**src/rtl/usb_prot_ctrl_if.sv**
```systemverilog
// Signal bundle between the USB protocol controller and its environment
// (packet decoder, transmitter, host-side queue and shared buffer).
// The master side drives the decoded bus events and host requests.
// The slave side is the controller, which answers with transmitter
// control and status.
interface usb_prot_ctrl_if;
  logic       rx_packet_valid;
  logic [2:0] rx_pid;
  logic       rx_error;
  logic       tx_done;
  logic       host_tx_req;
  logic [2:0] host_tx_pid;
  logic [6:0] buffer_occupancy;

  logic       tx_start;
  logic [2:0] tx_pid;
  logic       d_mode;
  logic       rx_data_ready;
  logic       clear_buffer;
  logic       rx_err_flag;
  logic       timeout;

  modport master (
    output rx_packet_valid, rx_pid, rx_error, tx_done,
           host_tx_req, host_tx_pid, buffer_occupancy,
    input  tx_start, tx_pid, d_mode, rx_data_ready,
           clear_buffer, rx_err_flag, timeout
  );

  modport slave (
    input  rx_packet_valid, rx_pid, rx_error, tx_done,
           host_tx_req, host_tx_pid, buffer_occupancy,
    output tx_start, tx_pid, d_mode, rx_data_ready,
           clear_buffer, rx_err_flag, timeout
  );
endinterface

```
**src/rtl/usb_prot_ctrl.sv**
```systemverilog
// USB device-side protocol controller.
// It sequences the token, data and handshake phases of a transaction.
// It arbitrates ownership of the shared buffer between receiver and transmitter.
// A peer that never answers is cut off by a saturating response timer.
module usb_prot_ctrl #(
  parameter int unsigned TIMEOUT_CYC = 255,
  parameter int unsigned BUF_DEPTH   = 64
) (
  input  logic           clk,
  input  logic           rst,
  usb_prot_ctrl_if.slave bus
);

  localparam logic [2:0] ST_IDLE      = 3'd0;
  localparam logic [2:0] ST_RX_EXPECT = 3'd1;
  localparam logic [2:0] ST_TX_HS     = 3'd2;
  localparam logic [2:0] ST_TX_DATA   = 3'd3;
  localparam logic [2:0] ST_WAIT_ACK  = 3'd4;

  localparam logic [2:0] PID_OUT   = 3'd1;
  localparam logic [2:0] PID_IN    = 3'd2;
  localparam logic [2:0] PID_DATA0 = 3'd3;
  localparam logic [2:0] PID_DATA1 = 3'd4;
  localparam logic [2:0] PID_ACK   = 3'd5;
  localparam logic [2:0] PID_NAK   = 3'd6;
  localparam logic [2:0] PID_STALL = 3'd7;

  // The timer is 8 bits wide, so a timeout above 255 behaves like 255.
  localparam logic [7:0] TIMEOUT_VAL = (TIMEOUT_CYC > 255) ? 8'hFF : 8'(TIMEOUT_CYC);

  // Occupancy never exceeds BUF_DEPTH, so only the bits that can count up to it
  // take part in the empty test.
  localparam int OCC_W_RAW = $clog2(BUF_DEPTH + 1);
  localparam int OCC_W     = (OCC_W_RAW > 7) ? 7 : ((OCC_W_RAW < 1) ? 1 : OCC_W_RAW);

  logic [2:0] state;
  logic [7:0] timer;
  logic       tx_pending;
  logic [2:0] pend_pid;

  logic       tx_start_q;
  logic [2:0] tx_pid_q;
  logic       rx_data_ready_q;
  logic       clear_buffer_q;
  logic       rx_err_flag_q;
  logic       timeout_q;

  logic       pkt_ok;
  logic       host_req_ok;
  logic       buf_empty;
  logic [7:0] timer_next;
  logic       timer_expire;

  // A receiver error in the same cycle outranks the packet it arrived with.
  assign pkt_ok      = bus.rx_packet_valid && !bus.rx_error;
  assign host_req_ok = bus.host_tx_req &&
                       ((bus.host_tx_pid == PID_DATA0) || (bus.host_tx_pid == PID_DATA1));
  assign buf_empty   = (bus.buffer_occupancy[OCC_W-1:0] == '0);
  // The timer saturates rather than wraps, so a stalled expiry cannot restart the count.
  assign timer_next   = (timer == 8'hFF) ? timer : timer + 8'd1;
  assign timer_expire = (timer_next >= TIMEOUT_VAL);

  // Transaction state machine, response timer, pending-data bookkeeping and registered outputs.
  always_ff @(posedge clk) begin
    if (rst) begin
      state           <= ST_IDLE;
      timer           <= '0;
      tx_pending      <= 1'b0;
      pend_pid        <= '0;
      tx_start_q      <= 1'b0;
      tx_pid_q        <= '0;
      rx_data_ready_q <= 1'b0;
      clear_buffer_q  <= 1'b0;
      rx_err_flag_q   <= 1'b0;
      timeout_q       <= 1'b0;
    end else begin
      // NOTE: non-blocking defaults followed by conditional overrides; the last
      // assignment in program order wins, which sets priority without a latch.
      tx_start_q     <= 1'b0;
      clear_buffer_q <= 1'b0;
      timeout_q      <= 1'b0;

      if (pkt_ok)
        rx_err_flag_q <= 1'b0;

      // The state is IDLE here, so the receiver does not own the buffer.
      if ((state == ST_IDLE) && buf_empty)
        rx_data_ready_q <= 1'b0;

      case (state)
        ST_IDLE: begin
          if (pkt_ok) begin
            if (bus.rx_pid == PID_OUT) begin
              state <= ST_RX_EXPECT;
              timer <= '0;
            end else if (bus.rx_pid == PID_IN) begin
              tx_start_q <= 1'b1;
              if (tx_pending) begin
                state    <= ST_TX_DATA;
                tx_pid_q <= pend_pid;
              end else begin
                state    <= ST_TX_HS;
                tx_pid_q <= PID_NAK;
              end
            end
          end
        end

        ST_RX_EXPECT: begin
          if (bus.rx_error) begin
            clear_buffer_q <= 1'b1;
            rx_err_flag_q  <= 1'b1;
            state          <= ST_IDLE;
          end else if (bus.rx_packet_valid) begin
            if ((bus.rx_pid == PID_DATA0) || (bus.rx_pid == PID_DATA1)) begin
              rx_data_ready_q <= 1'b1;
              tx_start_q      <= 1'b1;
              tx_pid_q        <= PID_ACK;
              state           <= ST_TX_HS;
            end else begin
              state <= ST_IDLE;
            end
          end else begin
            timer <= timer_next;
            if (timer_expire) begin
              timeout_q <= 1'b1;
              state     <= ST_IDLE;
            end
          end
        end

        ST_TX_HS: begin
          if (bus.tx_done)
            state <= ST_IDLE;
        end

        ST_TX_DATA: begin
          if (bus.tx_done) begin
            state <= ST_WAIT_ACK;
            timer <= '0;
          end
        end

        ST_WAIT_ACK: begin
          if (bus.rx_error) begin
            rx_err_flag_q <= 1'b1;
            state         <= ST_IDLE;
          end else if (bus.rx_packet_valid && (bus.rx_pid == PID_ACK)) begin
            clear_buffer_q <= 1'b1;
            tx_pending     <= 1'b0;
            state          <= ST_IDLE;
          end else if (bus.rx_packet_valid &&
                       ((bus.rx_pid == PID_NAK) || (bus.rx_pid == PID_STALL))) begin
            state <= ST_IDLE;
          end else begin
            timer <= timer_next;
            if (timer_expire) begin
              timeout_q <= 1'b1;
              state     <= ST_IDLE;
            end
          end
        end

        default: state <= ST_IDLE;
      endcase

      // A fresh host request in the same cycle as an ACK keeps the new data pending.
      if (host_req_ok) begin
        tx_pending <= 1'b1;
        pend_pid   <= bus.host_tx_pid;
      end
    end
  end

  assign bus.tx_start      = tx_start_q;
  assign bus.tx_pid        = tx_pid_q;
  assign bus.d_mode        = (state == ST_TX_HS) || (state == ST_TX_DATA);
  assign bus.rx_data_ready = rx_data_ready_q;
  assign bus.clear_buffer  = clear_buffer_q;
  assign bus.rx_err_flag   = rx_err_flag_q;
  assign bus.timeout       = timeout_q;

endmodule

```
**src/flat_wrapper.sv**
```systemverilog
// flat-port wrapper written by rule: the top's interface ports become plain ports
module usb_prot_ctrl_flat 
#(
  parameter int unsigned TIMEOUT_CYC = 255,
  parameter int unsigned BUF_DEPTH   = 64
)
  (clk, rst, bus_rx_packet_valid, bus_rx_pid, bus_rx_error, bus_tx_done, bus_host_tx_req, bus_host_tx_pid, bus_buffer_occupancy, bus_tx_start, bus_tx_pid, bus_d_mode, bus_rx_data_ready, bus_clear_buffer, bus_rx_err_flag, bus_timeout);
  usb_prot_ctrl_if bus_i ();
  input  logic clk;
  input  logic rst;
  input wire logic [$bits(bus_i.rx_packet_valid)-1:0] bus_rx_packet_valid;
  input wire logic [$bits(bus_i.rx_pid)-1:0] bus_rx_pid;
  input wire logic [$bits(bus_i.rx_error)-1:0] bus_rx_error;
  input wire logic [$bits(bus_i.tx_done)-1:0] bus_tx_done;
  input wire logic [$bits(bus_i.host_tx_req)-1:0] bus_host_tx_req;
  input wire logic [$bits(bus_i.host_tx_pid)-1:0] bus_host_tx_pid;
  input wire logic [$bits(bus_i.buffer_occupancy)-1:0] bus_buffer_occupancy;
  output wire logic [$bits(bus_i.tx_start)-1:0] bus_tx_start;
  output wire logic [$bits(bus_i.tx_pid)-1:0] bus_tx_pid;
  output wire logic [$bits(bus_i.d_mode)-1:0] bus_d_mode;
  output wire logic [$bits(bus_i.rx_data_ready)-1:0] bus_rx_data_ready;
  output wire logic [$bits(bus_i.clear_buffer)-1:0] bus_clear_buffer;
  output wire logic [$bits(bus_i.rx_err_flag)-1:0] bus_rx_err_flag;
  output wire logic [$bits(bus_i.timeout)-1:0] bus_timeout;
  assign bus_i.rx_packet_valid = bus_rx_packet_valid;
  assign bus_i.rx_pid = bus_rx_pid;
  assign bus_i.rx_error = bus_rx_error;
  assign bus_i.tx_done = bus_tx_done;
  assign bus_i.host_tx_req = bus_host_tx_req;
  assign bus_i.host_tx_pid = bus_host_tx_pid;
  assign bus_i.buffer_occupancy = bus_buffer_occupancy;
  assign bus_tx_start = bus_i.tx_start;
  assign bus_tx_pid = bus_i.tx_pid;
  assign bus_d_mode = bus_i.d_mode;
  assign bus_rx_data_ready = bus_i.rx_data_ready;
  assign bus_clear_buffer = bus_i.clear_buffer;
  assign bus_rx_err_flag = bus_i.rx_err_flag;
  assign bus_timeout = bus_i.timeout;
  usb_prot_ctrl #(.TIMEOUT_CYC(TIMEOUT_CYC), .BUF_DEPTH(BUF_DEPTH)) u_core (.clk(clk), .rst(rst), .bus(bus_i));
endmodule
```
**config.mk**
```make
export PLATFORM = sky130hd
export DESIGN_NAME = usb_prot_ctrl_flat
export DESIGN_NICKNAME = d
export VERILOG_FILES = /design/src/rtl/usb_prot_ctrl_if.sv /design/src/rtl/usb_prot_ctrl.sv /design/src/flat_wrapper.sv
export SDC_FILE = /design/constraint.sdc
export NUM_CORES = 1
export LEC_CHECK = 0
export CELL_PAD_IN_SITES_DETAIL_PLACEMENT = 0
export CELL_PAD_IN_SITES_GLOBAL_PLACEMENT = 1
export CORE_UTILIZATION = 39
export CTS_BUF_LIST = sky130_fd_sc_hd__clkbuf_8
export DETAILED_ROUTE_END_ITERATION = 8
export PLACE_DENSITY = 0.9
export SYNTH_ARGS = -nofsm -noshare
export SYNTH_HDL_FRONTEND = slang
export SYNTH_SLANG_ARGS = --single-unit
export TNS_END_PERCENT = 1
```
**constraint.sdc**
```tcl
create_clock -name clk -period 2.35 [get_ports clk]
set_input_delay 0.47 -clock clk [delete_from_list [all_inputs] [get_ports clk]]
set_output_delay 0.47 -clock clk [all_outputs]
set_load 0.05 [all_outputs]
```
Word level (Yosys, flattened, before mapping). Index checks and enable logic that the tools add are counted.

RAM bits: 0. Bits of input ports: 19. Memories kept: 0. Bits in latches: 0. Output and inout port bits: 9. Bits in registers: 23. Word-level logic and storage cells: 124. Memory bits (read-only): 0.

Multiplexer cells: 62. Magnitude comparators: 1. Div/mod/pow operators: 0. Bitwise logic cells: 0. Add/sub/neg operators: 1. Reduce and logical (&&, ||, !) cells: 21. Eq/ne operators: 29. Multiply operators: 0. Shift operators: 0.

Operator list (count): 2-to-1 mux 8 bit (9); 2-to-1 mux 3 bit (18); one-hot mux 8 bit (4 select lines) (1); 2-to-1 mux 1 bit (28); inequality test 2 bit, second input constant (11); equality test 3 bit, second input constant (6); equality test 3 x 2 -> 1 bit, second input constant (5); one-hot mux 3 bit (5 select lines) (1); AND reduction 9 bit (1); adder 8 x 1 -> 8 bit, second input constant (1); equality test 8 bit, second input constant (1); greater-or-equal comparator 8 bit, second input constant (1); zero test 7 bit (1); AND reduction 7 bit (1); equality test 3 x 1 -> 1 bit, second input constant (2); inequality test 2 x 1 -> 1 bit, second input constant (3); one-hot mux 1 bit (2 select lines) (3); one-hot mux 3 bit (2 select lines) (1); nonzero test 2 bit (3); logical AND 1 bit (5); logical OR 1 bit (4); AND reduction 4 bit (1); nonzero test 4 bit (1); zero test 3 bit (1); other kinds (5) (5).

Logic depth before layout (Yosys ltp).
Depth in word-level cells: 8. Gate-level depth with buffers: 7. Mapped depth without buffers: 6.

Least setup slack after synthesis. No wires, ideal clock.

Path type: flip-flop to output port. Start point: register u_core.state[1]. End point: output port bus_d_mode. Cell stages (with the launch flop): 3. Arrival: 1354 ps. Setup slack: 526 ps. Path buffers: 1. Required time: 1880 ps. Cell sequence: dfxtp_1 -> buf_2 -> nor2b_1.

Longest elaborated chain between the ends: 2. Elaborated cells between the ends (all ways): 3. Those cells by class: eq/ne (2); reduce/logical (1).

Ends and longest elaborated chain: start, declared (line usb_prot_ctrl.sv:36) `logic [2:0] state;`; start signal, assigned (line usb_prot_ctrl.sv:66) `state <= ST_IDLE;`; start signal, assigned (line usb_prot_ctrl.sv:94) `state <= ST_RX_EXPECT;`; start signal, assigned (line usb_prot_ctrl.sv:99) `state <= ST_TX_DATA;`; equality test 3 x 2 -> 1 bit (line usb_prot_ctrl.sv:177) `assign bus.d_mode = (state == ST_TX_HS) || (state == ST_TX_DATA);`; logical OR 1 bit * (line usb_prot_ctrl.sv:177); end, declared (line flat_wrapper.sv:20) `output wire logic [$bits(bus_i.d_mode)-1:0] bus_d_mode;`.

Every way passes the cells marked *; elsewhere a longest branch is shown, timed or not.

Worst setup path after layout.
Start point: register u_core.timer[0]. End point: register u_core.timeout_q (netlist: u_core.bus.timeout).

Longest elaborated chain between the ends: 8. Elaborated cells between the ends (all ways): 11. Those cells by class: add/sub (1); order compare (1); eq/ne (1); mux (8).

Ends and longest elaborated chain: start, declared (line usb_prot_ctrl.sv:37) `logic [7:0] timer;`; start signal, assigned (line usb_prot_ctrl.sv:124) `timer <= timer_next;`; start signal, assigned (line usb_prot_ctrl.sv:156) `timer <= timer_next;`; adder 8 x 1 -> 8 bit / equality test 8 bit (equally long branches) (line usb_prot_ctrl.sv:60) `assign timer_next = (timer == 8'hFF) ? timer : timer + 8'd1;`; 2-to-1 mux 8 bit * (line usb_prot_ctrl.sv:60); greater-or-equal comparator 8 bit * (line usb_prot_ctrl.sv:61) `assign timer_expire = (timer_next >= TIMEOUT_VAL);`; 2-to-1 mux 1 bit * (line usb_prot_ctrl.sv:125, usb_prot_ctrl.sv:157); 2-to-1 mux 1 bit (line usb_prot_ctrl.sv:152) `end else if (bus.rx_packet_valid &&`; 2-to-1 mux 1 bit (line usb_prot_ctrl.sv:148) `end else if (bus.rx_packet_valid && (bus.rx_pid == PID_ACK)) begin`; 2-to-1 mux 1 bit (line usb_prot_ctrl.sv:145) `if (bus.rx_error) begin`; one-hot mux 1 bit (2 select lines) * (line usb_prot_ctrl.sv:90) `case (state)`; end signal, assigned (line usb_prot_ctrl.sv:81) `timeout_q <= 1'b0;`; end signal, assigned (line usb_prot_ctrl.sv:126) `timeout_q <= 1'b1;`; end signal, assigned (line usb_prot_ctrl.sv:158) `timeout_q <= 1'b1;`; end, declared (line usb_prot_ctrl.sv:46) `logic timeout_q;`.

Marked as above. A chain may end at the register's enable or synchronous reset.

==> metrics.cfg <==
[job]
maxCapViolCount=0

[synthesis]
syn_avg_cell_area_um2=7.88
synth-seq-cells=23
yosysTopAreaCell=dfxtp_1
synthTopCellsByArea=dfxtp_1 32%, a21oi_1 6.0%, nand2_1 4.7%, nor2_1 4.2%, o21ai_0 3.9%
yosys_warnings=0
synth_commonest_cells=23 x dfxtp_1, 18 x nand2_1, 17 x a21oi_1
synth_seq_area_share=0.323
syn_nets=201
synth_top_area_share=0.323
syn_inst=181
synth_flop_cell=dfxtp_1
synthDistinctLibCells=50
async_flop_share=0
synth_most_common_cell=dfxtp_1
synth-edff-count=0
syn-cell-area_um2=1430

[global_route]
grt_use_total=0.195
grt_busiest_layer=met2
use_met2=0.317
grt_pass1_wl_um=6150
grt.met3_usage=0.0529
grt_max_degree=18
overflow=0
grt_pass1_vias=1360
grt_util_met1=0.252
grt_antenna_before_repair=0

[placed_design]
portBuffers=27
place_inst=251
hpwl_um=2720
place_congestion=0.940

[worst_setup_path]
arrival_ns=2.28
worst-path-max-fanout=8
worstSetupStartpointType=register
r2r_cells=6
crit_type=register to register
cp-endpoint=u_core.bus.timeout$_SDFF_PP0_
cpMaxStageDelayCell=dfxtp_1
crit_start=u_core.timer[0]$_SDFFE_PP0P_
cp.required_ns=2.56
r2r_setup_slack_ns=0.28
rr_endpoint=u_core.bus.timeout$_SDFF_PP0_
worstPathCellList=ha_1, nand4_1, nor2_2, o21bai_1, nor4_2, and2_1
max_stage_delay_ns=0.43
rr_startpoint=u_core.timer[0]$_SDFFE_PP0P_
endpoint_kind=register

[cts]
root_buffer=clkbuf_8
htreeDepth=1
cts_made_buffers=3
postCtsHoldBufs=0
cts_tree=built
cts_setup_buffers=0
clock_path_buffers=2
cts_resized=0
insertion_delay_ns=0.26
clk_pin_slew_ns=0.08
cts.sinks=23

[power]
peakVddDrop_mv=0.296
power-per-cell-area_nw_per_um2=417
intPower_w=0.000566
switching_share=0.245
seqPwrFrac=0.535
clkPwrFrac=0.334
switchingPower_w=0.000183
combPwrFrac=0.131
p_leak_nw=0.575

[sta]
fin_crit_sh=0.880
period_minus_slack_ns=2.07
clock_skew_ns=0.00167
final.setup.tns_ns=0
rsz0062_at_grt=false
finalSetupViolations=0
max_freq_mhz=484
max_slew_margin=0.662
worst-slew-pin-transition_ns=0.505
drv_slew=0
finalHoldViolations=0

[cells_and_area]
multi_input_comb_area_um2=895
area_delta_synth_final_pct=26.0
final_core_util=0.526
finalNetCount=230
stdcell_count=255
n_antenna_cell=0
drive_gt1_frac=0.100
regArea_um2=460
nFillCells=344

[floorplanning]
die_h_um=62.5
dieArea_um2=3900
core_um2=3420
io-pin-count=28
start_util=0.418
die_w_um=62.5
rows=21

[drt]
ant_nets=0
viasPerCell=5.63
wl_um=3500
firstDrtPassIters=4
drt-initial-drc-count=101
wire_per_inst_um=13.7
drc=0
vias=1436

[status]
status=completed

[hold_path]
hp-class=register to register

[critical path, delay by kind of cell (launching register included)]
family,cells,cell delay (ns)
and+or+nand+nor,4,1.18
adders and majority gates,1,0.29
DFF,1,0.43
AOI/OAI and AO/OA,1,0.12
[power groups by stage]
stage | clock network [W] | registers, W | logic [W]
floorplan | 0 | 0.000412 | 0.0000438
global placement | 0 | 0.000409 | 0.0000962
detailed placement | 0 | 0.000410 | 0.0000977
CTS | 0.000259 | 0.000401 | 0.0000983
global route | 0.000277 | 0.000402 | 0.000108
finish | 0.000250 | 0.000401 | 0.0000985
[worst min path at each step]
stage	startpoint	endpoint	slack (ns)	cells past startpoint
finish	u_core.bus.tx_pid[1]$_SDFFE_PP0P_	u_core.bus.tx_pid[1]$_SDFFE_PP0P_	0.48	2
global route	u_core.bus.rx_data_ready$_SDFF_PP0_	u_core.bus.rx_data_ready$_SDFF_PP0_	0.50	2
CTS	u_core.bus.tx_pid[1]$_SDFFE_PP0P_	u_core.bus.tx_pid[1]$_SDFFE_PP0P_	0.48	2
global placement	u_core.bus.tx_pid[1]$_SDFFE_PP0P_	u_core.bus.tx_pid[1]$_SDFFE_PP0P_	0.44	2
detailed placement	u_core.bus.tx_pid[1]$_SDFFE_PP0P_	u_core.bus.tx_pid[1]$_SDFFE_PP0P_	0.47	2
floorplan	u_core.pend_pid[1]$_SDFFE_PP0P_	u_core.pend_pid[1]$_SDFFE_PP0P_	0.44	2
[stage by stage]
stage	total power, W	instance area (um2)	worst slack (ns)	hold slack [ns]
4_1_cts	0.000759	1800	0.317	0.482
6_report	0.000750	1800	0.282	0.475
5_1_grt	0.000787	1800	0.114	0.505
2_1_floorplan	0.000456	1430	0.526	0.441
3_3_place_gp	0.000506	1750	0.142	0.441
3_5_place_dp	0.000508	1750	0.0588	0.467
[cell usage in the layout, fill, tap and decap left out, types with 3 or more instances in the layout]
cell type	instances
clkdlybuf4s50_1	26
dfxtp_1	23
nand2_1	18
a21oi_1	17
nor2_1	16
o21ai_0	11
nand3_1	10
nor2b_1	7
buf_4	7
inv_1	6
nand4_1	4
nand2b_1	4
o21a_1	3
and2_1	3
a31oi_1	3
o21ai_1	3
o22ai_1	3
nor4_1	3
clkbuf_8	3
[cell families after synthesis]
kind of cell / share of synthesized area
xor+xnor: 0.0114
compound gates: 0.262
fa+ha+maj: 0.0158
buf+inv: 0.0500
flops: 0.323
mux: 0.00702
simple gates: 0.331
[registers in the layout, indices dropped and copies added (netlist names)]
register                  flops
u_core.bus.clear_buffer       1
u_core.bus.rx_data_ready      1
u_core.bus.rx_err_flag        1
u_core.bus.timeout            1
u_core.bus.tx_pid             3
u_core.bus.tx_start           1
u_core.pend_pid               3
u_core.state                  3
u_core.timer                  8
u_core.tx_pending             1
[per-layer routing]
| layer | vias to the layer above | routed length [um] | share of wire |
|---|---|---|---|
| li1 | 715 | - | - |
| met1 | 677 | 1600 | 0.46 |
| met2 | 42 | 1660 | 0.47 |
| met3 | 2 | 209 | 0.060 |
| met4 | 0 | 23 | 0.0066 |
| met5 | - | 0 | 0 |
[layout make-up]
type	count	area share
clock inverter	1	0.00418
sequential	23	0.256
multi-input combinational	143	0.498
timing repair buffer	33	0.174
inverter	6	0.0125
clock buffer	3	0.0230
tap	46	0.0320
(Power assumes the default switching activity.)
